**src/rtl/adda_pll_ctrl.sv**
```systemverilog
// Power-up, lock-qualification and relock sequencer for the ADDA PLL.
// Runs on the PLL reference clock; every output is a registered decode of the next state.
module adda_pll_ctrl #(
  parameter int RST_CYCLES   = 16,
  parameter int LOCK_STABLE  = 1024,
  parameter int LOCK_TIMEOUT = 65535,
  parameter int MAX_RETRY    = 3,
  parameter int CNT_W        = 16
) (
  input  logic       clk,
  input  logic       rst,
  input  logic       enable,
  input  logic       relock_req,
  input  logic       pll_lock,
  output logic       pll_pwd,
  output logic       pll_rst,
  output logic       rstodiv,
  output logic       adda_rst,
  output logic       locked,
  output logic       fail,
  output logic [3:0] retry_cnt,
  output logic [7:0] lost_cnt,
  output logic [2:0] state
);

  typedef enum logic [2:0] {
    S_OFF       = 3'd0,
    S_PWR_RST   = 3'd1,
    S_WAIT_LOCK = 3'd2,
    S_STABLE    = 3'd3,
    S_RUN       = 3'd4,
    S_FAIL      = 3'd5
  } state_t;

  localparam logic [CNT_W-1:0] RST_LAST     = CNT_W'(RST_CYCLES - 1);
  localparam logic [CNT_W-1:0] STABLE_LAST  = CNT_W'(LOCK_STABLE - 1);
  localparam logic [CNT_W-1:0] TIMEOUT_LAST = CNT_W'(LOCK_TIMEOUT - 1);
  localparam logic [3:0]       RETRY_LIMIT  = 4'(MAX_RETRY);

  state_t           state_q, state_d;
  logic [CNT_W-1:0] cnt_q, cnt_d;
  logic [3:0]       retry_q, retry_d;
  logic [7:0]       lost_q, lost_d;
  logic             lock_m, lock_s;

  always_comb begin
    state_d = state_q;
    cnt_d   = cnt_q;
    retry_d = retry_q;
    lost_d  = lost_q;

    if (!enable) begin
      state_d = S_OFF;
      cnt_d   = '0;
      retry_d = '0;
    end else begin
      case (state_q)
        S_OFF: begin
          state_d = S_PWR_RST;
          cnt_d   = '0;
          retry_d = '0;
        end
        S_PWR_RST: begin
          if (relock_req) begin
            cnt_d   = '0;
            retry_d = '0;
          end else if (cnt_q == RST_LAST) begin
            state_d = S_WAIT_LOCK;
            cnt_d   = '0;
          end else begin
            cnt_d = cnt_q + 1'b1;
          end
        end
        S_WAIT_LOCK: begin
          if (relock_req) begin
            state_d = S_PWR_RST;
            cnt_d   = '0;
            retry_d = '0;
          end else if (lock_s) begin
            state_d = S_STABLE;
            cnt_d   = '0;
          end else if (cnt_q == TIMEOUT_LAST) begin
            cnt_d = '0;
            if (retry_q == RETRY_LIMIT) begin
              state_d = S_FAIL;
            end else begin
              state_d = S_PWR_RST;
              retry_d = retry_q + 1'b1;
            end
          end else begin
            cnt_d = cnt_q + 1'b1;
          end
        end
        S_STABLE: begin
          // A drop here only restarts the lock wait; it does not consume a retry
          if (relock_req) begin
            state_d = S_PWR_RST;
            cnt_d   = '0;
            retry_d = '0;
          end else if (!lock_s) begin
            state_d = S_WAIT_LOCK;
            cnt_d   = '0;
          end else if (cnt_q == STABLE_LAST) begin
            state_d = S_RUN;
            cnt_d   = '0;
          end else begin
            cnt_d = cnt_q + 1'b1;
          end
        end
        S_RUN: begin
          // A lock loss is counted even when a relock request arrives in the same cycle
          if (!lock_s && lost_q != 8'hFF) begin
            lost_d = lost_q + 1'b1;
          end
          if (relock_req || !lock_s) begin
            state_d = S_PWR_RST;
            cnt_d   = '0;
            retry_d = '0;
          end
        end
        S_FAIL: begin
          if (relock_req) begin
            state_d = S_PWR_RST;
            cnt_d   = '0;
            retry_d = '0;
          end
        end
        default: begin
          state_d = S_OFF;
          cnt_d   = '0;
          retry_d = '0;
        end
      endcase
    end
  end

  always_ff @(posedge clk) begin
    if (rst) begin
      lock_m    <= 1'b0;
      lock_s    <= 1'b0;
      state_q   <= S_OFF;
      cnt_q     <= '0;
      retry_q   <= '0;
      lost_q    <= '0;
      pll_pwd   <= 1'b1;
      pll_rst   <= 1'b1;
      rstodiv   <= 1'b1;
      adda_rst  <= 1'b1;
      locked    <= 1'b0;
      fail      <= 1'b0;
    end else begin
      lock_m    <= pll_lock;
      lock_s    <= lock_m;
      state_q   <= state_d;
      cnt_q     <= cnt_d;
      retry_q   <= retry_d;
      lost_q    <= lost_d;
      pll_pwd   <= (state_d == S_OFF) || (state_d == S_FAIL);
      pll_rst   <= (state_d == S_OFF) || (state_d == S_FAIL) || (state_d == S_PWR_RST);
      rstodiv   <= (state_d != S_RUN);
      adda_rst  <= (state_d != S_RUN);
      locked    <= (state_d == S_RUN);
      fail      <= (state_d == S_FAIL);
    end
  end

  assign retry_cnt = retry_q;
  assign lost_cnt  = lost_q;
  assign state     = state_q;

endmodule

```
**config.mk**
```make
export PLATFORM = sky130hd
export DESIGN_NAME = adda_pll_ctrl
export DESIGN_NICKNAME = d
export VERILOG_FILES = /design/src/rtl/adda_pll_ctrl.sv
export SDC_FILE = /design/constraint.sdc
export NUM_CORES = 1
export LEC_CHECK = 0
export ABC_AREA = 1
export CORE_MARGIN = 10
export CORE_UTILIZATION = 32
export CTS_CLUSTER_SIZE = 25
export DETAILED_ROUTE_END_ITERATION = 12
export GPL_ROUTABILITY_DRIVEN = 0
export PLACE_DENSITY = 0.49
export SYNTH_ARGS = -nofsm -noshare
export SYNTH_HDL_FRONTEND = slang
export SYNTH_SLANG_ARGS = --single-unit
```
**constraint.sdc**
```tcl
create_clock -name clk -period 4.45 [get_ports clk]
set_clock_uncertainty 0.05 [all_clocks]
set_input_delay 0.89 -clock clk [delete_from_list [all_inputs] [get_ports clk]]
set_output_delay 0.89 -clock clk [all_outputs]
set_load 0.01 [all_outputs]
```
==> flow_metrics.py, run 1 <==
metrics = {
    "synthesis": {
        "synth_top_area_share_pct": 37.55,
        "synth.area.top_cells": "dfxtp_1 (38%), nand2_1 (12%), nor2_1 (9.6%)",
        "syn-num-nets": 310,
        "syn_inst": 301,
        "synth_common_cells": "nand2_1 (64), nor2_1 (52), dfxtp_1 (38)",
        "synth_seq_cells": 38,
        "ys.flop_type": "dfxtp_1",
        "synth.largest_area_cell": "dfxtp_1",
        "ys_types": 33,
        "synth_area_per_cell_um2": 6.730,
        "synth_async_sr_flop_share_pct": 0,
        "yosysMostFrequentCell": "nand2_1",
        "synth_edf_count": 0,
        "ys_seq_area_share_pct": 37.55,
        "ys_warn_count": 0,
        "syn_area_mm2": 0.002026,
    },
    "clocking": {
        "cts_buffers": 5,
        "cts_buffer_depth": 2,
        "cts_resized": 0,
        "clkLatencyLatePin_ns": 0.29,
        "clk_pin_slew_ns": 0.08,
        "cts_setup_buffers": 0,
        "h-tree-depth": 2,
        "cts_tree": "yes",
        "clock_sinks": 38,
        "root_buffer": "clkbuf_8",
        "holdBufCountCts": 0,
    },
    "sta": {
        "hold_viol_final": 0,
        "relSlewSlack_pct": 64.10,
        "post-route-period-util_pct": 55.88,
        "period_needed_ns": 2.487,
        "worstMarginPinSlew_ns": 0.5384,
        "finalSetupTns_ns": 0,
        "max_freq_ghz": 0.4021,
        "setup_viol": 0,
        "fin_ws_ns": 1.963,
        "drv_slew": 0,
        "rsz0062_at_grt": "no",
        "whs_ns": 0.3467,
    },
    "worst_setup_path": {
        "end_kind": "register",
        "worstSetupEndpoint": "cnt_q[14]$_SDFFE_PP0P_",
        "critPathKind": "input port to register",
        "rr_startpoint": "cnt_q[1]$_SDFFE_PP0P_",
        "reg2reg_to": "cnt_q[10]$_SDFFE_PP0P_",
        "r2r_cells": 8,
        "path_max_fanout": 14,
        "reg2reg_slack_ns": 2.41,
        "crit_start": "relock_req",
        "crit_required_ns": 4.56,
        "start_kind": "input port",
        "cp_data_arrival_time_ns": 2.60,
    },
    "pwr": {
        "internal_power_w": 0.0005768,
        "ir_drop_v": 0.0001611,
        "power_density_mw_per_mm2": 292.6,
        "p_leak_nw": 0.9648,
        "power_switching_w": 0.0001487,
        "pwr-share-clk_pct": 48.9,
        "combPwrFrac_pct": 3.6,
        "switching_share_pct": 20.50,
        "power_frac_seq_pct": 47.5,
    },
    "finish": {
        "nets": 338,
        "antennaDiodeCount": 0,
        "multiInputGateArea_mm2": 0.001091,
        "syn_to_final_growth_pct": 22.42,
        "seq_area_um2": 760.7,
        "layout-drive-gt1-share_pct": 8.788,
        "fillers": 641,
    },
    "placed_design": {
        "pre_cts_slack_ns": 1.666,
        "port_buffers": 25,
        "dp_hpwl_um": 3671,
    },
    "floorplan": {
        "io_pins": 26,
        "die_w_um": 99.57,
        "dieArea_mm2": 0.009913,
        "num_rows": 28,
        "core-area_mm2": 0.006026,
        "initial_core_util_pct": 33.62,
        "dieHeight_um": 99.57,
    },
    "global_routing": {
        "antenna_found_initial": 0,
        "track_usage_pct": 9.868,
        "grt_remaining_overflow": 0,
        "grt_start_max_net_pins": 15,
        "grt_pass1_vias": 1828,
        "grt_pass1_wl_um": 8211,
    },
    "detailed_routing": {
        "drt-total-wl_um": 4748,
        "postRouteAntennaNets": 0,
        "dr.pass1.iters": 4,
        "vias_per_cell": 4.686,
        "drtIter0Drc": 87,
        "drc": 0,
        "detail_route.wl_per_cell_um": 11.72,
        "num_vias": 1898,
    },
    "run": {
        "drv_cap": 0,
    },
    "run_status": {
        "status": "finished clean",
    },
    "min_path": {
        "min_from": "lock_m$_SDFF_PP0_",
        "hold_path_class": "register to register",
    },
}
power groups by stage:
stage               Clock [W]  Sequential [W]  Combinational, W
floorplan                   0        0.000352         0.0000154
global route         0.000378        0.000345         0.0000303
detailed placement          0        0.000352         0.0000265
finish               0.000355        0.000344         0.0000264
CTS                  0.000366        0.000344         0.0000266
global placement            0        0.000353         0.0000266
registers in the layout (all words and copies together) (netlist names), 3 cells and up:
signal	cells
retry_cnt	4
lost_cnt	8
state	3
cnt_q	16
metal layers:
metal | routed length (µm) | part of all wire (%) | vias to the layer above | track usage (%)
met2 | 2148 | 45 | 27 | 15.53
li1 | - | - | 1021 | -
met4 | 39 | 0.82 | 0 | 3.308
met1 | 2355 | 50 | 846 | 12.47
met5 | 0 | 0 | - | 0
met3 | 205 | 4.3 | 4 | 2.976
final cells by class:
cell class | instances | share of cell area (%)
sequential | 38 | 30.68
multi-input combinational | 220 | 44.00
timing repair buffer | 25 | 10.09
clock inverter | 3 | 2.775
tap | 75 | 3.784
clock buffer | 5 | 2.775
inverter | 39 | 5.903
per-stage QoR:
stage / util (%) / instance area, µm² / std cells / power, W
2_1_floorplan: - / 2026 / 301 / 0.0003679
3_3_place_gp: 38.87 / 2342 / 397 / 0.0003793
3_5_place_dp: 38.87 / 2342 / 397 / 0.0003790
4_1_cts: 41.15 / 2480 / 405 / 0.0007371
5_1_grt: 41.15 / 2480 / 405 / 0.0007530
6_report: 41.15 / 2480 / 405 / 0.0007255
critical path: stages:
cell	delay, ns
clkdlybuf4s50_1	0.61
inv_2	0.12
nand4_2	0.12
nand2_2	0.18
nor3_2	0.25
nand2_1	0.14
o21ai_0	0.22
a21oi_2	0.07
cell families (layout without fill, tap and decap cells):
group | Yosys count | in the layout | share of synthesized area, %
AO/OA/AOI/OAI | 40 | 40 | 11.12
XOR/XNOR | 6 | 6 | 2.595
adder cells (fa/ha/maj) | 4 | 4 | 2.471
buffers and inverters | 43 | 72 | 8.585
flip-flops | 38 | 38 | 37.55
AND/OR/NAND/NOR | 170 | 170 | 37.68
worst min path at each step:
stage                         to  depth (start not counted)
2_1_floorplan  lock_s$_SDFF_PP0_                          2
3_3_place_gp   lock_s$_SDFF_PP0_                          2
3_5_place_dp   lock_s$_SDFF_PP0_                          2
4_1_cts        lock_s$_SDFF_PP0_                          2
5_1_grt        lock_s$_SDFF_PP0_                          2
6_report       lock_s$_SDFF_PP0_                          2
layout by cell type (no fill, tap or decap):
cell type,Yosys,layout
nor4_1,1,1
nand2_1,64,64
nand2_2,4,4
or2_1,1,1
nand3b_1,1,1
xor2_1,3,3
inv_2,2,2
nand4_2,1,1
or2_2,1,1
nor2_4,2,2
o21a_1,1,1
a21oi_2,3,3
bufinv_16,0,2
a31oi_1,2,2
nor2_1,52,52
nor3_2,1,1
clkdlybuf4s50_1,0,25
inv_1,37,37
ha_1,4,4
clkinv_4,0,1
a21oi_1,11,11
nand4_1,4,4
o211ai_1,2,2
xnor2_1,3,3
clkbuf_8,0,5
nand3_2,2,2
o21ai_2,1,1
nand3_1,20,20
o21ai_0,20,20
nor3_1,11,11
or2_0,1,1
dfxtp_1,38,38
nor2_2,4,4
(Power assumes the default switching activity.)
==> run 2, diff against run 1 <==
clock period = 2.6 ns   (was 4.45 ns; I/O delays follow)
==> flow_metrics.py, run 2 (synthesized netlist as in run 1, its figures left out) <==
metrics = {
    "worst_setup_path": {
        "crit_path_max_incr_delay_ns": 0.62,
        "end_kind": "register",
        "cp_common_cell": "nor2_1",
        "path_max_fanout": 11,
        "path_cells": "clkdlybuf4s50_1, inv_2, nand4_2, nand2_2, nor2_2, nand2_1, nor2_1, nand3_1, o211ai_1, nor2_1",
        "cp_data_arrival_time_ns": 2.20,
        "reg2reg_to": "cnt_q[8]$_SDFFE_PP0P_",
        "crit_slowest_cell": "clkdlybuf4s50_1",
        "reg2reg_slack_ns": 0.59,
        "rr_startpoint": "cnt_q[1]$_SDFFE_PP0P_",
        "start_kind": "input port",
        "critPathKind": "input port to register",
        "crit_required_ns": 2.71,
        "r2r_cells": 8,
    },
    "sta": {
        "finalSetupTns_ns": 0,
        "setup_viol": 0,
        "hold_viol_final": 0,
        "relSlewSlack_pct": 64.10,
        "worstMarginPinSlew_ns": 0.5384,
        "period_needed_ns": 2.084,
        "max_freq_ghz": 0.4799,
        "drv_slew": 0,
        "post-route-period-util_pct": 80.15,
        "rsz0062_at_grt": "no",
    },
    "detailed_routing": {
        "drc": 0,
        "drtIter0Drc": 91,
        "vias_per_cell": 4.671,
        "detail_route.wl_per_cell_um": 11.58,
        "drt-total-wl_um": 4713,
        "postRouteAntennaNets": 0,
        "dr.pass1.iters": 4,
        "num_vias": 1901,
    },
    "placed_design": {
        "port_buffers": 25,
        "dp_hpwl_um": 3728,
    },
    "global_routing": {
        "grt_start_max_net_pins": 13,
        "antenna_found_initial": 0,
        "grt_pass1_wl_um": 8121,
        "track_usage_pct": 9.862,
        "grt_remaining_overflow": 0,
        "grt_pass1_vias": 1798,
    },
    "finish": {
        "antennaDiodeCount": 0,
        "final_common_cell": "nand2_1",
        "fin_util_pct": 40.70,
        "syn_to_final_growth_pct": 21.06,
        "regMostFlops": "cnt_q",
        "fillers": 655,
        "layout-drive-gt1-share_pct": 9.337,
        "largest_reg_flops": 16,
        "mostFrequentLayoutCells": "nand2_1 (64), nor2_1 (52), dfxtp_1 (38)",
        "nets": 340,
    },
    "pwr": {
        "switching_share_pct": 22.97,
        "power_frac_seq_pct": 55.6,
        "pwr-share-clk_pct": 40.0,
        "p_leak_nw": 0.9539,
        "power_switching_w": 0.0002437,
        "combPwrFrac_pct": 4.4,
        "internal_power_w": 0.0008169,
        "power_density_mw_per_mm2": 432.5,
        "ir_drop_v": 0.0001877,
    },
    "clocking": {
        "clk_pin_slew_ns": 0.08,
        "h-tree-depth": 2,
        "cts_tree": "yes",
        "root_buffer": "clkbuf_8",
        "clock_sinks": 38,
        "cts_buffer_depth": 2,
        "cts_setup_buffers": 0,
        "cts_resized": 0,
        "cts_buffers": 5,
        "holdBufCountCts": 0,
        "clkLatencyLatePin_ns": 0.29,
    },
    "min_path": {
        "min_from": "lock_m$_SDFF_PP0_",
        "hold_path_class": "register to register",
        "hold_path_end": "lock_s$_SDFF_PP0_",
        "hold_depth": 2,
    },
    "floorplan": {
        "num_rows": 28,
        "core-area_mm2": 0.006026,
        "dieArea_mm2": 0.009913,
        "dieHeight_um": 99.57,
        "initial_core_util_pct": 33.62,
        "die_w_um": 99.57,
        "io_pins": 26,
    },
    "run_status": {
        "status": "finished clean",
    },
    "run": {
        "drv_cap": 0,
    },
}
run 2: cell type report:
type                    count  area [µm²]  area share (%)
well taps                  75       93.84           3.827
repair buffers             27       265.3           10.82
clock buffers               6       82.58           3.367
clock inverters             2       12.51          0.5102
inverters                  39       146.4           5.969
flip-flops and latches     38       760.7           31.02
multi-input cells         220        1091           44.49
run 2: through the flow:
step | instance area, µm² | cells | worst slack (ns) | power, W | hold WS, ns
detailed placement | 2357 | 399 | 0.2388 | 0.0006503 | 0.3524
global route | 2452 | 407 | 0.3319 | 0.001114 | 0.3951
finish | 2452 | 407 | 0.5161 | 0.001061 | 0.3576
global placement | 2357 | 399 | 0.2524 | 0.0006509 | 0.3496
CTS | 2452 | 407 | 0.5371 | 0.001086 | 0.3649
floorplan | 2026 | 301 | 1.020 | 0.0006296 | 0.3383
run 2: how the worst max path moves through the flow:
stage	slack (ns)	cells past startpoint	startpoint	endpoint
floorplan	1.02	9	cnt_q[1]$_SDFFE_PP0P_	cnt_q[11]$_SDFFE_PP0P_
global placement	0.25	10	relock_req	cnt_q[11]$_SDFFE_PP0P_
detailed placement	0.24	10	relock_req	cnt_q[11]$_SDFFE_PP0P_
CTS	0.54	10	relock_req	cnt_q[11]$_SDFFE_PP0P_
global route	0.33	10	cnt_q[0]$_SDFFE_PP0P_	cnt_q[10]$_SDFFE_PP0P_
finish	0.52	10	relock_req	cnt_q[11]$_SDFFE_PP0P_
run 2: critical path, delay by kind of cell:
family	cells	cell delay (ns)
buf+inv	2	0.74
simple gates	7	0.85
compound gates	1	0.09
run 2: power groups by stage:
| stage | Combinational, W | Clock [W] | Sequential [W] |
|---|---|---|---|
| after floorplan | 0.0000264 | 0 | 0.000603 |
| after global placement | 0.0000473 | 0 | 0.000604 |
| after detailed placement | 0.0000470 | 0 | 0.000603 |
| after CTS | 0.0000472 | 0.000449 | 0.000590 |
| after global routing | 0.0000530 | 0.000470 | 0.000590 |
| final | 0.0000463 | 0.000425 | 0.000590 |
run 2: per-layer routing:
layer  global-route usage, %  wire length [µm]  part of all wire, %  vias to the layer above
met2                   15.83              2115                   45                       26
met1                   11.90              2300                   49                      850
met3                   3.322               231                  4.9                        5
li1                        -                 -                    -                     1020
met4                   3.638                66                  1.4                        0
met5                       0                 0                    0                        -
